### src/rtl/l2_write_buffer_if.sv
// L2 memory-side bus (mem_*) and physical-memory bus (pmem_*) bundled
// together for the eviction write buffer.
//   slave  : write buffer view (takes L2 requests, issues pmem requests)
//   master : environment view (L2 cache plus physical memory)
interface l2_write_buffer_if #(
    parameter int s_line = 256
) ();
    logic              mem_read;
    logic              mem_write;
    logic [31:0]       mem_address;
    logic [s_line-1:0] mem_wdata;
    logic [s_line-1:0] mem_rdata;
    logic              mem_resp;

    logic              pmem_read;
    logic              pmem_write;
    logic [31:0]       pmem_address;
    logic [s_line-1:0] pmem_wdata;
    logic [s_line-1:0] pmem_rdata;
    logic              pmem_resp;

    modport slave (
        input  mem_read, mem_write, mem_address, mem_wdata, pmem_rdata, pmem_resp,
        output mem_rdata, mem_resp, pmem_read, pmem_write, pmem_address, pmem_wdata
    );

    modport master (
        output mem_read, mem_write, mem_address, mem_wdata, pmem_rdata, pmem_resp,
        input  mem_rdata, mem_resp, pmem_read, pmem_write, pmem_address, pmem_wdata
    );
endinterface

### src/rtl/l2_write_buffer.sv
// Eviction write buffer between the L2 memory-side port and physical memory.
// Dirty-line writebacks are absorbed into a DEPTH-entry FIFO and drained to
// pmem whenever L2 has nothing pending. Line reads that hit a buffered line
// are served from the buffer; other reads go to pmem. Repeated writebacks
// to one line coalesce into a single entry.
// Ports:
//   clk, rst_n      clock, synchronous active-low reset
//   bus (slave)     mem_* from L2, pmem_* to physical memory
//   count           number of valid entries
//   full, empty     registered count==DEPTH / count==0
//
// state   | meaning
// --------+------------------------------------------------------------
// IDLE    | arbitrate: read hit/miss, write hit/push, else drain head
// ACK     | one-cycle mem_resp for a buffer-served read or accepted write
// RD_MISS | pmem_read of the latched line until pmem_resp
// RD_RESP | one-cycle mem_resp with pmem data
// DRAIN   | pmem_write of the head entry until pmem_resp, then pop
module l2_write_buffer #(
    parameter int DEPTH    = 4,
    parameter int s_offset = 5,
    parameter int s_line   = 256
) (
    input  logic                       clk,
    input  logic                       rst_n,
    l2_write_buffer_if.slave           bus,
    output logic [$clog2(DEPTH):0]     count,
    output logic                       full,
    output logic                       empty
);
    localparam int TW = 32 - s_offset;
    localparam int PW = $clog2(DEPTH);
    localparam int CW = PW + 1;
    localparam logic [CW-1:0] FULL_CNT = CW'(DEPTH);
    localparam logic [CW-1:0] ONE_CNT  = CW'(1);

    typedef enum logic [2:0] {IDLE, ACK, RD_MISS, RD_RESP, DRAIN} state_t;

    state_t            state, state_n;
    logic [DEPTH-1:0]  valid_q;
    logic [TW-1:0]     tag_q  [DEPTH];
    logic [s_line-1:0] data_q [DEPTH];
    logic [PW-1:0]     head, tail;
    logic [TW-1:0]     miss_tag;
    logic [TW-1:0]     req_tag;

    logic              hit;
    logic [PW-1:0]     hit_idx;
    logic              do_rd_hit, do_rd_miss, do_wr_hit, do_push, do_pop, load_rdata;

    assign req_tag = bus.mem_address[31:s_offset];

    // Coalescing keeps at most one matching entry, so a priority-free scan is enough.
    always_comb begin
        hit     = 1'b0;
        hit_idx = '0;
        for (int i = 0; i < DEPTH; i++) begin
            if (valid_q[i] && tag_q[i] == req_tag) begin
                hit     = 1'b1;
                hit_idx = PW'(i);
            end
        end
    end

    always_ff @(posedge clk) begin
        if (!rst_n) state <= IDLE;
        else        state <= state_n;
    end

    always_comb begin
        state_n          = state;
        do_rd_hit        = 1'b0;
        do_rd_miss       = 1'b0;
        do_wr_hit        = 1'b0;
        do_push          = 1'b0;
        do_pop           = 1'b0;
        load_rdata       = 1'b0;
        bus.mem_resp     = 1'b0;
        bus.pmem_read    = 1'b0;
        bus.pmem_write   = 1'b0;
        bus.pmem_address = '0;
        bus.pmem_wdata   = '0;
        case (state)
            IDLE: begin
                // Reads win over a simultaneous (illegal) write.
                if (bus.mem_read) begin
                    if (hit) begin
                        do_rd_hit = 1'b1;
                        state_n   = ACK;
                    end else begin
                        do_rd_miss = 1'b1;
                        state_n    = RD_MISS;
                    end
                end else if (bus.mem_write && hit) begin
                    do_wr_hit = 1'b1;
                    state_n   = ACK;
                end else if (bus.mem_write && !full) begin
                    do_push = 1'b1;
                    state_n = ACK;
                end else if (!empty) begin
                    state_n = DRAIN;
                end
            end
            ACK: begin
                bus.mem_resp = 1'b1;
                state_n      = IDLE;
            end
            RD_MISS: begin
                bus.pmem_read    = 1'b1;
                bus.pmem_address = {miss_tag, {s_offset{1'b0}}};
                if (bus.pmem_resp) begin
                    load_rdata = 1'b1;
                    state_n    = RD_RESP;
                end
            end
            RD_RESP: begin
                bus.mem_resp = 1'b1;
                state_n      = IDLE;
            end
            DRAIN: begin
                // Head entry cannot change while draining: IDLE accepts nothing here.
                bus.pmem_write   = 1'b1;
                bus.pmem_address = {tag_q[head], {s_offset{1'b0}}};
                bus.pmem_wdata   = data_q[head];
                if (bus.pmem_resp) begin
                    do_pop  = 1'b1;
                    state_n = IDLE;
                end
            end
            default: state_n = IDLE;
        endcase
    end

    always_ff @(posedge clk) begin
        if (!rst_n) begin
            valid_q       <= '0;
            head          <= '0;
            tail          <= '0;
            count         <= '0;
            full          <= 1'b0;
            empty         <= 1'b1;
            miss_tag      <= '0;
            bus.mem_rdata <= '0;
        end else begin
            if (do_rd_hit)  bus.mem_rdata <= data_q[hit_idx];
            if (load_rdata) bus.mem_rdata <= bus.pmem_rdata;
            if (do_rd_miss) miss_tag      <= req_tag;
            if (do_wr_hit)  data_q[hit_idx] <= bus.mem_wdata;
            if (do_push) begin
                valid_q[tail] <= 1'b1;
                tag_q[tail]   <= req_tag;
                data_q[tail]  <= bus.mem_wdata;
                tail          <= tail + 1'b1;
                count         <= count + ONE_CNT;
                full          <= (count + ONE_CNT) == FULL_CNT;
                empty         <= 1'b0;
            end
            if (do_pop) begin
                valid_q[head] <= 1'b0;
                head          <= head + 1'b1;
                count         <= count - ONE_CNT;
                full          <= 1'b0;
                empty         <= count == ONE_CNT;
            end
        end
    end
endmodule

### src/flat_wrapper.sv
// flat-port wrapper written by rule: the top's interface ports become plain ports
module l2_write_buffer_flat 
#(
    parameter int DEPTH    = 4,
    parameter int s_offset = 5,
    parameter int s_line   = 256
)
  (clk, rst_n, count, full, empty, bus_mem_read, bus_mem_write, bus_mem_address, bus_mem_wdata, bus_pmem_rdata, bus_pmem_resp, bus_mem_rdata, bus_mem_resp, bus_pmem_read, bus_pmem_write, bus_pmem_address, bus_pmem_wdata);
  l2_write_buffer_if #(.s_line(s_line)) bus_i ();
  input  logic clk;
  input  logic rst_n;
  output logic [$clog2(DEPTH):0] count;
  output logic full;
  output logic empty;
  input wire logic [$bits(bus_i.mem_read)-1:0] bus_mem_read;
  input wire logic [$bits(bus_i.mem_write)-1:0] bus_mem_write;
  input wire logic [$bits(bus_i.mem_address)-1:0] bus_mem_address;
  input wire logic [$bits(bus_i.mem_wdata)-1:0] bus_mem_wdata;
  input wire logic [$bits(bus_i.pmem_rdata)-1:0] bus_pmem_rdata;
  input wire logic [$bits(bus_i.pmem_resp)-1:0] bus_pmem_resp;
  output wire logic [$bits(bus_i.mem_rdata)-1:0] bus_mem_rdata;
  output wire logic [$bits(bus_i.mem_resp)-1:0] bus_mem_resp;
  output wire logic [$bits(bus_i.pmem_read)-1:0] bus_pmem_read;
  output wire logic [$bits(bus_i.pmem_write)-1:0] bus_pmem_write;
  output wire logic [$bits(bus_i.pmem_address)-1:0] bus_pmem_address;
  output wire logic [$bits(bus_i.pmem_wdata)-1:0] bus_pmem_wdata;
  assign bus_i.mem_read = bus_mem_read;
  assign bus_i.mem_write = bus_mem_write;
  assign bus_i.mem_address = bus_mem_address;
  assign bus_i.mem_wdata = bus_mem_wdata;
  assign bus_i.pmem_rdata = bus_pmem_rdata;
  assign bus_i.pmem_resp = bus_pmem_resp;
  assign bus_mem_rdata = bus_i.mem_rdata;
  assign bus_mem_resp = bus_i.mem_resp;
  assign bus_pmem_read = bus_i.pmem_read;
  assign bus_pmem_write = bus_i.pmem_write;
  assign bus_pmem_address = bus_i.pmem_address;
  assign bus_pmem_wdata = bus_i.pmem_wdata;
  l2_write_buffer #(.DEPTH(DEPTH), .s_offset(s_offset), .s_line(s_line)) u_core (.clk(clk), .rst_n(rst_n), .bus(bus_i), .count(count), .full(full), .empty(empty));
endmodule
### config.mk
export PLATFORM = sky130hd
export DESIGN_NAME = l2_write_buffer_flat
export DESIGN_NICKNAME = d
export VERILOG_FILES = /design/src/rtl/l2_write_buffer_if.sv /design/src/rtl/l2_write_buffer.sv /design/src/flat_wrapper.sv
export SDC_FILE = /design/constraint.sdc
export NUM_CORES = 2
export LEC_CHECK = 0
export ABC_AREA = 1
export CAP_MARGIN = 20
export CORE_UTILIZATION = 30
export DETAILED_ROUTE_END_ITERATION = 16
export SLEW_MARGIN = 15
export SYNTH_ARGS = -nofsm -noshare
export SYNTH_HDL_FRONTEND = slang
export SYNTH_SLANG_ARGS = --single-unit
### constraint.sdc
create_clock -name clk -period 21.8 [get_ports clk]
set_clock_uncertainty 0.15 [all_clocks]
set_input_delay 4.36 -clock clk [delete_from_list [all_inputs] [get_ports clk]]
set_output_delay 4.36 -clock clk [all_outputs]
set_load 0.005 [all_outputs]
Word-level counts from Yosys, hierarchy flattened --
Memory sizes are Yosys's and may differ from the RTL's. A register that Yosys moved wholly into a read port is not among the register bits. Index checks and enable logic that the tools add are counted.
Storage, ports and cells: register bits 299, latch bits 0, bits in writable memories 1132, ROM bits 0, output and inout port bits 552, logic and storage cells 114, memories 2
Cells by class: add/subtract/negate cells 4, $mul 0, div/mod/pow operators 0, $lt $le $gt $ge 4, equality and inequality tests 13, shift operators 0, mux-type cells 62, bitwise gates (word level) 4, reduce and logical (&&, ||, !) cells 16
Memories:
- u_core.data_q | words 4, bits a word 256, rd ports 2, clocked after memory_dff 1, write ports 1, RTL line l2_write_buffer.sv:42 | logic [s_line-1:0] data_q [DEPTH];
- u_core.tag_q | words 4, bits a word 27, rd ports 5, clocked after memory_dff 1, write ports 1, RTL line l2_write_buffer.sv:41 | logic [TW-1:0] tag_q [DEPTH];
Operator list (count):
- $mux 256 | 4
- $reduce_or 256->1 | 1
- $eq 27x27->1 | 4
- $pmux 32 s2 | 1
- $mux 1 | 35
- $mux 3 | 8
- $mux 2 | 8
- $mux 4 | 3
- $pmux 3 s3 | 1
- $logic_and 1x1->1 | 8
- $eq 3x1->1 const B | 2
- $eq 3x2->1 const B | 2
- $eq 3x3->1 const B | 2
- $lt 2x3->1 const B | 2
- $ne 5x5->1 const B | 1
- $add 2x1->2 const B | 2
- $and 4x4->4 | 1
- $demux 1 s2 | 2
- $ge 2x1->1 const B | 2
- $ne 2x2->1 const B | 2
- $not 4->4 | 1
- $or 4x4->4 | 1
- $reduce_bool 2->1 | 2
- $reduce_or 2->1 | 2
- other kinds (6) | 6

Depth between registers and ports, before layout --
An unclocked memory read counts as a cell.
depth after elaboration 16, mapped depth 18, depth with buffers taken out 16

Worst setup path after synthesis --
No wires, ideal clock.
path kind input to register, start point input port bus_mem_address[13], end point memory u_core.data_q[3][0] (enable), arrival 16454 ps, required time 20773 ps, setup slack 4319 ps, cell stages on the path 17, buffers on the path 3, cell sequence buf_2 > inv_1 > nand2_1 > nand2_1 > nor2_1 > nand2_1 > nor2_1 > nand2_1 > nor2_1 > nand2_2 > nand2_4 > buf_4 > buf_2 > inv_2 > nand2_1 > nand3_1 > nor2_1
Between the ends: cells in the longest elaborated chain, start to end 15
Ends and longest elaborated chain:
- start: declaration | RTL line flat_wrapper.sv:17 | input wire logic [$bits(bus_i.mem_address)-1:0] bus_mem_address;
- $eq 27x27->1 | RTL line l2_write_buffer.sv:58 | if (valid_q[i] && tag_q[i] == req_tag) begin
- $logic_and 1x1->1 | RTL line l2_write_buffer.sv:58
- $mux 1 (4 in series) | RTL line l2_write_buffer.sv:58
- $logic_and 1x1->1 | RTL line l2_write_buffer.sv:94 | end else if (bus.mem_write && hit) begin
- $mux 1 | RTL line l2_write_buffer.sv:94
- $mux 1 | RTL line l2_write_buffer.sv:86 | if (bus.mem_read) begin
- $mux 1 | RTL line l2_write_buffer.sv:83 | case (state)
- $mux 1 | RTL line l2_write_buffer.sv:149 | if (do_push) begin
- $mux 1 | RTL line l2_write_buffer.sv:135 | if (!rst_n) begin
- $mux 1 (implied by the code) | RTL line l2_write_buffer.sv:152 | data_q[tail] <= bus.mem_wdata;
- $reduce_or 256->1 (no line)
- $mux 2 (no line) / $mux 1 (equally long branches)
- end: declaration | RTL line l2_write_buffer.sv:42
Several ways; a longest one is shown, not always the timed one.

Worst setup path in the final report --
start point input port bus_mem_address[20], end point memory u_core.data_q[1][184] (enable)
The elaborated chain is that of the path after synthesis.

==> impl_metrics.ini <==
[power]
sequentialPowerShare_pct = 47.1
power_density_nw_per_um2 = 71.6
p_sw_w = 0.00153
pwr-share-clk_pct = 44.5
peakVddDrop_mv = 0.0572
p_leak_nw = 34.9
internal_power_w = 0.00492
switching_share_pct = 23.7
p_comb_share_pct = 8.4

[setup_path]
reg2reg_from = u_core.tag_q[3][22]
reg2reg_depth = 14
startpoint_type = input pin
reg2reg_to = u_core.data_q[1][184]
crit_buf_inv = 5
r2r_setup_slack_ns = 15.11
worstSetupStartpoint = bus_mem_address[20]
critical_path_class = in -> reg
cp_max_fo = 125
cp_num_cells = 14
critPathMaxStageDelay_ns = 0.97
critPathArrivalTime_ns = 10.96
required_ns = 22.08
crit_path_end = u_core.data_q[1][184]
end_kind = register
crit_path_frequent_cell = buf_4
crit_chain = clkdlybuf4s50_1 > o21ai_0 > nor3_1 > nand2_1 > nor2_1 > nand2_8 > nand2_8 > inv_2 > nand2_1 > nand3_1 > nor2_4 > buf_4 > buf_4 > buf_4
cp_top_family = buffers and inverters
slowest_stage = nand2_8

[clock_network]
cts_root_buf = clkbuf_16
cts_buffers = 164
clock_path_buffers = 3
cts_tree = done
cts.clk_slew.worst_paths_ns = 0.06
hold_buffers = 0
cts_sinks = 1433
clkLatencyLatePin_ns = 0.81
cts_max_level = 4
cts_resized = 0
cts_setup_buffers = 0

[place]
post-place-ws_ns = 10.21
hpwl_microns = 186000
numPortBuffers = 1090
gp_congestion = 0.910

[synthesis]
synth-main-ff-cell = edfxtp_1
ys_seq_elements = 1433
ys_warn_count = 0
async_flop_share_pct = 0
syn-instance-count = 8428
synth_edf_count = 1132
synth.distinct_cells = 33
syn_area_sq_um = 71200
yosysSeqAreaShare_pct = 56.2
syn_avg_cell_area_sq_um = 8.44

[die]
rows = 178
die_y_microns = 489
coreArea_sq_um = 235000
initial_core_util_pct = 30.2
pin_count = 1101
die_w_microns = 489
dieArea_sq_um = 239000

[sta]
worst_pin_slew_ns = 1.24
slew_violations = 0
rsz0062_at_grt = false
layout_setup_ws_ns = 11.11
finalCriticalPeriod_ns = 10.69
finalCritPeriodShare_pct = 49.0
relSlewSlack_pct = 17.3
final_hold_viol_count = 0
max_freq_ghz = 0.0936
setup_viol = 0
setup_tns_ns = 0

[global_route]
antenna_found_initial = 69
grt_pass1_vias = 60400
grt.total_usage_pct = 23.1
grt_max_degree = 189
grt_pass1_wl_microns = 410000
grt-ovfl-total = 0

[detailed_routing]
vias_per_cell = 5.14
num_vias = 64112
ant_nets = 0
drtIter0Drc = 6372
routedWlPerCell_microns = 23.2
drc = 0
drt_pass1_iterations = 7
drt-total-wl_microns = 289000

[cells_and_area]
finalNetCount = 9703
layout-drive-gt1-share_pct = 4.00
layout_commonest_cell = a21oi_1
mostFrequentLayoutCells = a21oi_1, nand2_1, nand3_1
area_growth_syn_to_layout_pct = 26.5

[min_path]
min_path_type = reg -> reg

[flow_run]
cap_viol_max_count = 0

[outcome]
status = complete, no violations
cells in the mapped netlist (3+ instances only):
| library cell | n | share of area (%) |
|---|---|---|
| a21oi_1 | 1380 | 9.7 |
| nand2_1 | 1354 | 7.1 |
| nand3_1 | 1328 | 9.3 |
| inv_1 | 1188 | 6.3 |
| edfxtp_1 | 1132 | 48 |
| o21ai_0 | 634 | 4.5 |
| nor2_1 | 372 | 2.0 |
| clkbuf_1 | 342 | 1.8 |
| dfxtp_1 | 301 | 8.5 |
| buf_2 | 204 | 1.4 |
| buf_1 | 63 | 0.33 |
| buf_4 | 23 | 0.24 |
| inv_2 | 20 | 0.11 |
| xnor2_1 | 18 | 0.22 |
| nand4_1 | 14 | 0.12 |
| ha_1 | 12 | 0.21 |
| o22ai_1 | 7 | 0.062 |
| nand3b_1 | 6 | 0.063 |
| xor2_1 | 6 | 0.074 |
| clkinv_1 | 4 | 0.021 |
| nand2_2 | 4 | 0.035 |
| o21ai_1 | 3 | 0.021 |
flip-flops by register name, summed over array words and instances, names as in the netlist, named ones only:
| name | cells |
|---|---|
| u_core.miss_tag | 27 |
| u_core.data_q | 1024 |
| u_core.state | 3 |
| u_core.valid_q | 4 |
| u_core.empty | 1 |
| u_core.count | 3 |
| u_core.head | 2 |
| u_core.bus.mem_rdata | 256 |
| u_core.full | 1 |
| u_core.tail | 2 |
| u_core.tag_q | 108 |
cells by family after synthesis:
logic type      count (synthesis)  synth area share [%]
flops                        1433                  56.2
buf+inv                      1846                  10.2
simple gates                 3086                  18.7
xor+xnor                       24                 0.295
fa+ha+maj                      12                 0.211
other cells                     1               0.00527
compound gates               2026                  14.3
power groups by stage:
stage / logic [W] / clock network [W] / registers, W
finish: 0.000544 / 0.00287 / 0.00304
global route: 0.000588 / 0.00302 / 0.00304
CTS: 0.000545 / 0.00292 / 0.00304
detailed placement: 0.000542 / 0 / 0.00309
global placement: 0.000537 / 0 / 0.00309
floorplan: 0.000226 / 0 / 0.00310
worst register-to-register path: cells and delay by family, from the launching register on:
kind | cells | cell delay, ns
buffers and inverters | 4 | 2.32
DFF | 1 | 0.40
xor gates and xnor gates | 1 | 0.50
and+or+nand+nor | 9 | 2.85
metrics by stage:
stage	utilization, %	cell area, sq um	cells	power, W	hold slack (ns)
2_1_floorplan	-	71200	8432	0.00332	0.275
3_3_place_gp	35.8	84300	12122	0.00363	0.283
3_5_place_dp	35.8	84300	12124	0.00363	0.288
4_1_cts	38.2	89900	12430	0.00650	0.298
5_1_grt	38.2	90000	12459	0.00665	0.315
6_report	38.2	90000	12468	0.00645	0.296
final cells by class:
cell class / instances / area, sq um
Fill cell: 23343 / 145000
Sequential cell: 1433 / 40000
Multi-Input combinational cell: 5153 / 24000
Timing Repair Buffer: 1178 / 11800
Clock buffer: 228 / 4590
Inverter: 1212 / 4580
Tap cell: 3150 / 3940
Clock inverter: 78 / 972
Antenna cell: 36 / 90.1
worst min-delay path by stage:
stage / slack, ns / cells after the start / end / startpoint
after CTS: 0.30 / 2 / u_core.miss_tag[26] / u_core.miss_tag[26]
after detailed placement: 0.29 / 2 / u_core.miss_tag[13] / u_core.miss_tag[13]
after global placement: 0.28 / 2 / u_core.miss_tag[19] / u_core.miss_tag[19]
after floorplan: 0.27 / 2 / u_core.miss_tag[10] / u_core.miss_tag[10]
after global routing: 0.31 / 2 / u_core.miss_tag[26] / u_core.miss_tag[26]
final: 0.30 / 2 / u_core.miss_tag[16] / u_core.miss_tag[16]
layer usage:
layer  up-vias  GRT usage [%]  share of wire, %
met5         -              0              0.12
met4        52           9.64               3.7
met3       494           6.59               9.9
met2      2954           37.0                46
met1     30866           29.0                40
li1      29746              -                 -
Power figures use the tool's default switching activity.
